`config.mk`:
```
export PLATFORM = sky130hd
export DESIGN_NAME = imem_loader
export DESIGN_NICKNAME = d
export VERILOG_FILES = /design/src/rtl/imem_loader_pkg.sv /design/src/rtl/imem_loader_word_assembler.sv /design/src/rtl/imem_loader.sv
export SDC_FILE = /design/constraint.sdc
export NUM_CORES = 1
export LEC_CHECK = 0
export ABC_AREA = 1
export CORE_ASPECT_RATIO = 0.9
export CORE_MARGIN = 5
export CORE_UTILIZATION = 32
export DETAILED_ROUTE_END_ITERATION = 16
export GPL_ROUTABILITY_DRIVEN = 0
export SLEW_MARGIN = 25
export SYNTH_ARGS = -nofsm -noshare
export SYNTH_HDL_FRONTEND = slang
export SYNTH_SLANG_ARGS = --single-unit
```
`constraint.sdc`:
```
create_clock -name clk -period 2.4 [get_ports clk]
set_input_delay 0.36 -clock clk [delete_from_list [all_inputs] [get_ports clk]]
set_output_delay 0.36 -clock clk [all_outputs]
set_load 0.05 [all_outputs]
```
`src/rtl/imem_loader_pkg.sv`:
```
// imem_loader_pkg: loader FSM state encoding and frame byte counts.
package imem_loader_pkg;
  typedef enum logic [2:0] {IDLE, HDR_HI, HDR_LO, DATA, CSUM, DONE, ERROR} state_t;
  localparam int HDR_BYTES  = 2;
  localparam int WORD_BYTES = 4;
endpackage

```
`src/rtl/imem_loader_word_assembler.sv`:
```
// word_assembler: shifts bytes MSB-first into a 32-bit word and flags the 4th byte.
module word_assembler
  import imem_loader_pkg::*;
(
  input  logic        clk,
  input  logic        rst,
  input  logic        clr,
  input  logic        en,
  input  logic [7:0]  din,
  output logic [31:0] word,
  output logic        word_full
);
  logic [1:0]  cnt_q, cnt_d;
  logic [31:0] sr_q, sr_d;
  always_comb begin
    cnt_d     = clr ? '0 : en ? cnt_q + 2'd1 : cnt_q;
    sr_d      = en ? {sr_q[23:0], din} : sr_q;
    word      = sr_d;
    word_full = en && (cnt_q == 2'(WORD_BYTES - 1));
  end
  always_ff @(posedge clk or negedge rst) begin
    if (!rst) begin
      cnt_q <= '0;
      sr_q  <= '0;
    end else begin
      cnt_q <= cnt_d;
      sr_q  <= sr_d;
    end
  end
endmodule

```
`src/rtl/imem_loader.sv`:
```
// imem_loader: receives a framed byte stream, writes it into IM and releases the CPU once the checksum verifies.
module imem_loader
  import imem_loader_pkg::*;
#(
  parameter int DEPTH = 1024,
  parameter int AW    = 10
) (
  input  logic          clk,
  input  logic          rst,
  input  logic          in_valid,
  input  logic [7:0]    in_data,
  output logic          in_ready,
  output logic          im_we,
  output logic [AW-1:0] im_addr,
  output logic [31:0]   im_wdata,
  output logic          cpu_hold,
  output logic          done,
  output logic          err
);
  state_t        state_q, state_d;
  logic [15:0]   n_q, n_d;
  logic [AW-1:0] idx_q, idx_d, addr_q, addr_d;
  logic [7:0]    acc_q, acc_d;
  logic [31:0]   wdata_q, wdata_d, word;
  logic          we_q, we_d, xfer, word_full;
  assign in_ready = state_q inside {HDR_HI, HDR_LO, DATA, CSUM};
  assign xfer     = in_valid && in_ready;
  assign im_we    = we_q;
  assign im_addr  = addr_q;
  assign im_wdata = wdata_q;
  assign cpu_hold = state_q != DONE;
  assign done     = state_q == DONE;
  assign err      = state_q == ERROR;
  word_assembler u_asm (
    .clk       (clk),
    .rst       (rst),
    .clr       (state_q != DATA),
    .en        (xfer && state_q == DATA),
    .din       (in_data),
    .word      (word),
    .word_full (word_full)
  );
  always_comb begin
    state_d = state_q;
    n_d     = n_q;
    idx_d   = idx_q;
    acc_d   = xfer ? acc_q ^ in_data : acc_q;
    we_d    = 1'b0;
    addr_d  = addr_q;
    wdata_d = wdata_q;
    case (state_q)
      IDLE:   state_d = HDR_HI;
      HDR_HI: if (xfer) begin
        n_d     = {in_data, 8'h00};
        state_d = HDR_LO;
      end
      HDR_LO: if (xfer) begin
        n_d     = {n_q[15:8], in_data};
        idx_d   = '0;
        state_d = n_d > 16'(DEPTH) ? ERROR : n_d == 16'd0 ? CSUM : DATA;
      end
      DATA: if (word_full) begin
        we_d    = 1'b1;
        addr_d  = idx_q;
        wdata_d = word;
        idx_d   = idx_q + AW'(1);
        if (16'(idx_q) == n_q - 16'd1) state_d = CSUM;
      end
      CSUM:   if (xfer) state_d = (acc_q ^ in_data) == 8'h00 ? DONE : ERROR;
      default: ;
    endcase
  end
  always_ff @(posedge clk or negedge rst) begin
    if (!rst) begin
      state_q <= IDLE;
      n_q     <= '0;
      idx_q   <= '0;
      acc_q   <= '0;
      we_q    <= 1'b0;
      addr_q  <= '0;
      wdata_q <= '0;
    end else begin
      state_q <= state_d;
      n_q     <= n_d;
      idx_q   <= idx_d;
      acc_q   <= acc_d;
      we_q    <= we_d;
      addr_q  <= addr_d;
      wdata_q <= wdata_d;
    end
  end
endmodule
```
# Word-level counts from Yosys, hierarchy flattened
# Index checks and enable logic that the tools add are counted.
[totals]
elab_cells = 67
romBits = 0
in_bits = 11
mem_bits_rw = 0
memories = 0
out_inout_bits = 47
latch_bits = 0
register_bits = 114
[classes]
shift = 0
reduce_logical = 16
n_bitwise = 2
magnitude_cmp = 1
add_sub_neg = 3
n_mux = 20
div = 0
n_eq_ne = 15
mul = 0
[op_table]
columns = ["cell", "n"]
rows = [
  ["$mux 32", 1],
  ["$pmux 16 s2", 1],
  ["$mux 3", 7],
  ["$mux 10", 2],
  ["$pmux 10 s2", 1],
  ["$eq 10x16->1", 1],
  ["$gt 16x11->1 const B", 1],
  ["$logic_not 16->1", 1],
  ["$mux 16", 1],
  ["$sub 16x1->16 const B", 1],
  ["$pmux 3 s5", 1],
  ["$add 10x1->10 const B", 1],
  ["$eq 3x3->1 const B", 3],
  ["$reduce_and 3->1", 3],
  ["$logic_not 8->1", 1],
  ["$mux 8", 1],
  ["$xor 8x8->8", 1],
  ["$eq 3x2->1 const B", 2],
  ["$mux 2", 3],
  ["$ne 2x2->1 const B", 3],
  ["$reduce_and 6->1", 1],
  ["$reduce_bool 2->1", 3],
  ["$reduce_bool 5->1", 1],
  ["$ne 2x1->1 const B", 2],
  ["other kinds (11)", 14],
]

# Depth between registers and ports, before layout
[logic_depth]
ltp_word = 7
depth_mapped = 16
depth_no_buf = 16

# By module
# From an unflattened synthesis, not the netlist that was laid out.
[unflattened]
cells_unflattened = 690
area_unflattened_um2 = 5412.7
[by_module_without_submodules]
columns = ["module", "cells_each", "area_each_um2", "n_inst", "seq_area_each_um2"]
rows = [
  ["imem_loader", 540, 4008.8, 1, 2001.9],
  ["word_assembler", 150, 1403.8, 1, 850.8],
]

# Worst setup path before layout
# No wires, ideal clock.
[synth_path]
path_kind = "register to register"
start = "reg state_q[2]"
end = "reg acc_q[0]"
stages_incl_launch_ff = 8
n_path_buf = 0
setup_ps = 125
slack_ps = 478
period_less_slack_ps = 1922
t_required_ps = 2275
t_arrival_ps = 1797
cell_sequence = "dfrtp_1 nor2_4 inv_2 nor2_1 nor2_1 nand2_1 nand2_2 mux2_2"
[synth_between]
elab_chain_len = 3
elab_cells_between_ends = 6
classes_between = "eq/ne (4); reduce/logical (2)"
[synth_lines]
columns = ["element", "line", "text"]
rows = [
  ["from (decl)", "imem_loader.sv:20", "state_t state_q, state_d;"],
  ["from (signal assigned)", "imem_loader.sv:83", "state_q <= state_d;"],
  ["$eq 3x1->1, or another cell as far along", "imem_loader.sv:26", "assign in_ready = state_q inside {HDR_HI, HDR_LO, DATA, CSUM};"],
  ["$reduce_bool 4->1 *", "imem_loader.sv:26", ""],
  ["via in_ready", "imem_loader.sv:12", "output logic in_ready,"],
  ["$logic_and 1x1->1 *", "imem_loader.sv:27", "assign xfer = in_valid && in_ready;"],
  ["to (signal assigned)", "imem_loader.sv:78", "acc_q <= '0;"],
  ["to (signal assigned)", "imem_loader.sv:86", "acc_q <= acc_d;"],
  ["to (decl)", "imem_loader.sv:23", "logic [7:0] acc_q, acc_d;"],
]
# Mark *: on every way through the listed nets, which the timed path passes. The rest lies on a longest branch.
# A chain may end at the register's enable or synchronous reset.

# Worst setup path after layout
[layout_path]
start = "reg state_q[0]"
end = "out cpu_hold"
[layout_between]
elab_chain_len = 1
[layout_lines]
columns = ["element", "line", "text"]
rows = [
  ["$ne 3x3->1", "imem_loader.sv:31", "assign cpu_hold = state_q != DONE;"],
  ["to (decl)", "imem_loader.sv:16", "output logic cpu_hold,"],
]
# No other way between the ends.

==> metrics.txt <==
outcome=completed; initial DRC count=213; Hold Fails Final Rpt=0; Tcrit/Tclk final=95.7%; post-synthesis sequential area ratio=54.3%; Leak Pwr=2.84 nW; cts bufs inserted=9; first-pass GRT wire length=19900 µm; synth warn=0; Mean Syn Cell Area=8.40 µm²; unrepaired setup endpoints after global routing=no; port bufs=57; Slew @ Worst Pin=roughly 0.64 ns; Cell Rows=42; Worst setup SP type=flip-flop; first drt pass iteration count=4; FF-to-FF setup slack=0.23 ns; Max clock buf depth=2; Clk pin slew, worst setup/hold paths=0.07 ns; Die H=127 µm; post-CTS setup buffers=0; worst path cell trace=inv_1 > nor2_1 > nand2_1 > clkdlybuf4s50_1; setup_tns=0 ns; GRT overflow=0; Clock Root Buffer=clkbuf_16; Buffers & Inverters on Critical Path=2; Synth Register Bits=106; Final Critical Period=2.30 ns; post-DP HPWL=8450 µm; pre-CTS WS=0.244 ns; MaxCap Viol Count=0; Main synth FF type=dfrtp_1; maximum VDD drop=about 850 µV; Placed Area=5720 µm²; Die W=140 µm; IO Count=58; Layout Nets=656; H-tree levels=3; final setup fails=0; largest net degree at the start of global routing=68; CTS tree=yes; Synth cell types=35; Cells after Synth=582; Core ar.=14900 µm²; number of diodes=0; initial antenna violation count=0; Starting Density=between 30% and 40%; via/cell ratio=4.67; number of enable flip-flop cells after synthesis=0; fillers=~1500; DR DRC count=0; Tot Pwr=6.54 mW; vias in the first global route=3963; area growth from synthesis to layout=23.7%; die area=17800 µm²; Slew headroom=57.2%; GRT Util Overall=13.5%; ANT nets after route=0; syn_nets=596; layout cells sized above 1=8.81%; skew final=0.00599 ns; Critical Path RT=2.04 ns; vias=3943; final WL=11600 µm; worst r2r path cells=15; Worst Hold Class=in2async; ys async rst share=100%; wire length per cell=13.8 µm; Arr. time, crit path=1.94 ns; worst-skew pair later-pin latency=around 0.35 ns; Fmax achieved=0.436 GHz; final instance area=6050 µm²; CP Max Fanout=5; final setup margin=roughly 0.10 ns; Netlist Area Pre-Place=about 4900 µm²; Critical R2R Launch=n_q[0]; largest stage delay on the critical path=0.81 ns; reg2reg end=state_q[0]; pwr/cell area=1080 nW/µm²; CP Class=reg2out; clock sinks=approximately 110; critical path's slowest cell=clkdlybuf4s50_1; Max Transition Viols Final=0; CP endpoint kind=output port; CP delay by family, top=buffers and inverters
[worst max-delay path by stage]
| stage | startpoint | end | slack [ns] | cells past startpoint |
|---|---|---|---|---|
| 2_1_floorplan | state_q[2] | acc_q[0] | 0.48 | 7 |
| 6_report | state_q[0] | cpu_hold | 0.10 | 4 |
| 5_1_grt | n_q[0] | state_q[0] | 0.04 | 15 |
| 4_1_cts | state_q[0] | done | 0.04 | 5 |
| 3_3_place_gp | n_q[0] | state_q[1] | 0.30 | 15 |
| 3_5_place_dp | n_q[0] | state_q[0] | 0.24 | 15 |
[stage by stage]
stage                     utilization, %  cells  hold WS, ns
final                               40.7    845        0.403
after CTS                           40.6    845        0.376
after floorplan                        -    582       0.0644
after detailed placement            38.4    828        0.213
after global placement              38.4    828        0.211
after global routing                40.7    845        0.422
[power by group]
group / switching (mW) / internal [mW] / total, mW
Combinational: 1.50 / 0.881 / 2.39
Sequential: 0.349 / 2.27 / 2.62
Clock: 0.705 / 0.830 / 1.53
[cell usage after synthesis, types with 3 or more instances]
| cell | count | share of area [%] |
|---|---|---|
| clkbuf_1 | 15 | 1.2 |
| nand3_1 | 29 | 3.0 |
| a21oi_1 | 5 | 0.51 |
| nand2_2 | 4 | 0.51 |
| inv_1 | 71 | 5.5 |
| xnor2_1 | 5 | 0.90 |
| o21ai_0 | 81 | 8.3 |
| inv_2 | 4 | 0.31 |
| nand2_1 | 161 | 12 |
| nand4_1 | 4 | 0.51 |
| dfrtp_1 | 106 | 54 |
| o22ai_1 | 8 | 1.0 |
| ha_1 | 3 | 0.77 |
| nor2_1 | 45 | 3.5 |
| xor2_1 | 10 | 1.8 |
| mux2_2 | 8 | 1.8 |
[state kept, by name (all words and copies together) (netlist names)]
register,count
im_we,1
u_asm.cnt_q,2
im_addr,10
u_asm.sr_q,24
n_q,16
state_q,3
acc_q,8
im_wdata,32
idx_q,10
[metal layers]
metal	vias to the layer above	global-route usage, %	wire, µm	part of all wire [%]
li1	1962	-	-	-
met1	1895	19.1	5810	50
met2	77	21.5	5250	45
met3	9	2.62	433	3.7
met4	0	3.42	121	1.0
met5	-	0	0	0
[cells by family (layout without fill, tap and decap cells)]
group                      Yosys count  in the layout  share of synthesized area, %
adders and majority gates            3              3                         0.768
DFF                                106            106                          54.3
AOI/OAI and AO/OA                   99             99                          10.6
xor gates and xnor gates            15             15                          2.69
muxes                                8              8                          1.84
and+or+nand+nor                    259            259                          22.7
buffers and inverters               92            157                          7.12
[placed cells by master, fill, tap and decap left out, types with 2 or more instances in the layout]
cell type        synthesis  final
xnor2_1                  5      5
inv_1                   71     71
nand2_1                161    160
clkbuf_16                0      9
mux2_2                   8      8
o21ai_0                 81     81
xor2_1                  10     10
nor4_1                   2      2
ha_1                     3      3
dfrtp_1                106    106
clkdlybuf4s50_1          0     53
nor3_1                   2      2
buf_12                   0      2
nand2_2                  4      5
a21oi_1                  5      5
nand3b_1                 2      2
inv_2                    4      4
nand3_1                 29     29
o22ai_1                  8      8
nor2_1                  45     43
inv_8                    0      2
nor2_2                   1      3
buf_4                    0      9
clkinvlp_4               0      2
nand4_1                  4      4
[worst register-to-register path: stages (launching register included)]
cell	delay [ns]
dfrtp_1	0.41
inv_1	0.13
ha_1	0.26
nand2_2	0.12
nor2_2	0.17
nand2_1	0.10
nand3_1	0.08
nand2_1	0.05
nor2_1	0.11
nand2_1	0.06
nor2_1	0.16
nand2_1	0.13
nand2_2	0.11
nand2_1	0.08
nand2_1	0.07
nand2_1	0.04
[area by class of cell]
class / instances / area [µm²] / area share, %
clock inverter: 7 / 85.1 / 1.41
timing repair buffer: 66 / 661 / 10.9
sequential: 106 / 2650 / 43.9
tap: 198 / 248 / 4.10
clock buffer: 9 / 225 / 3.72
multi-input combinational: 384 / 1890 / 31.3
inverter: 75 / 282 / 4.66
[timing repair]
| action | in CTS | in global routing |
|---|---|---|
| endpoints found under the setup margin | 0 | 3 |
| hold buffers | 1 | 0 |
| hold endpoints to repair | 10 | 0 |
| resized for setup | 0 | 4 |
No activity file was read; power rests on OpenSTA's default activity.
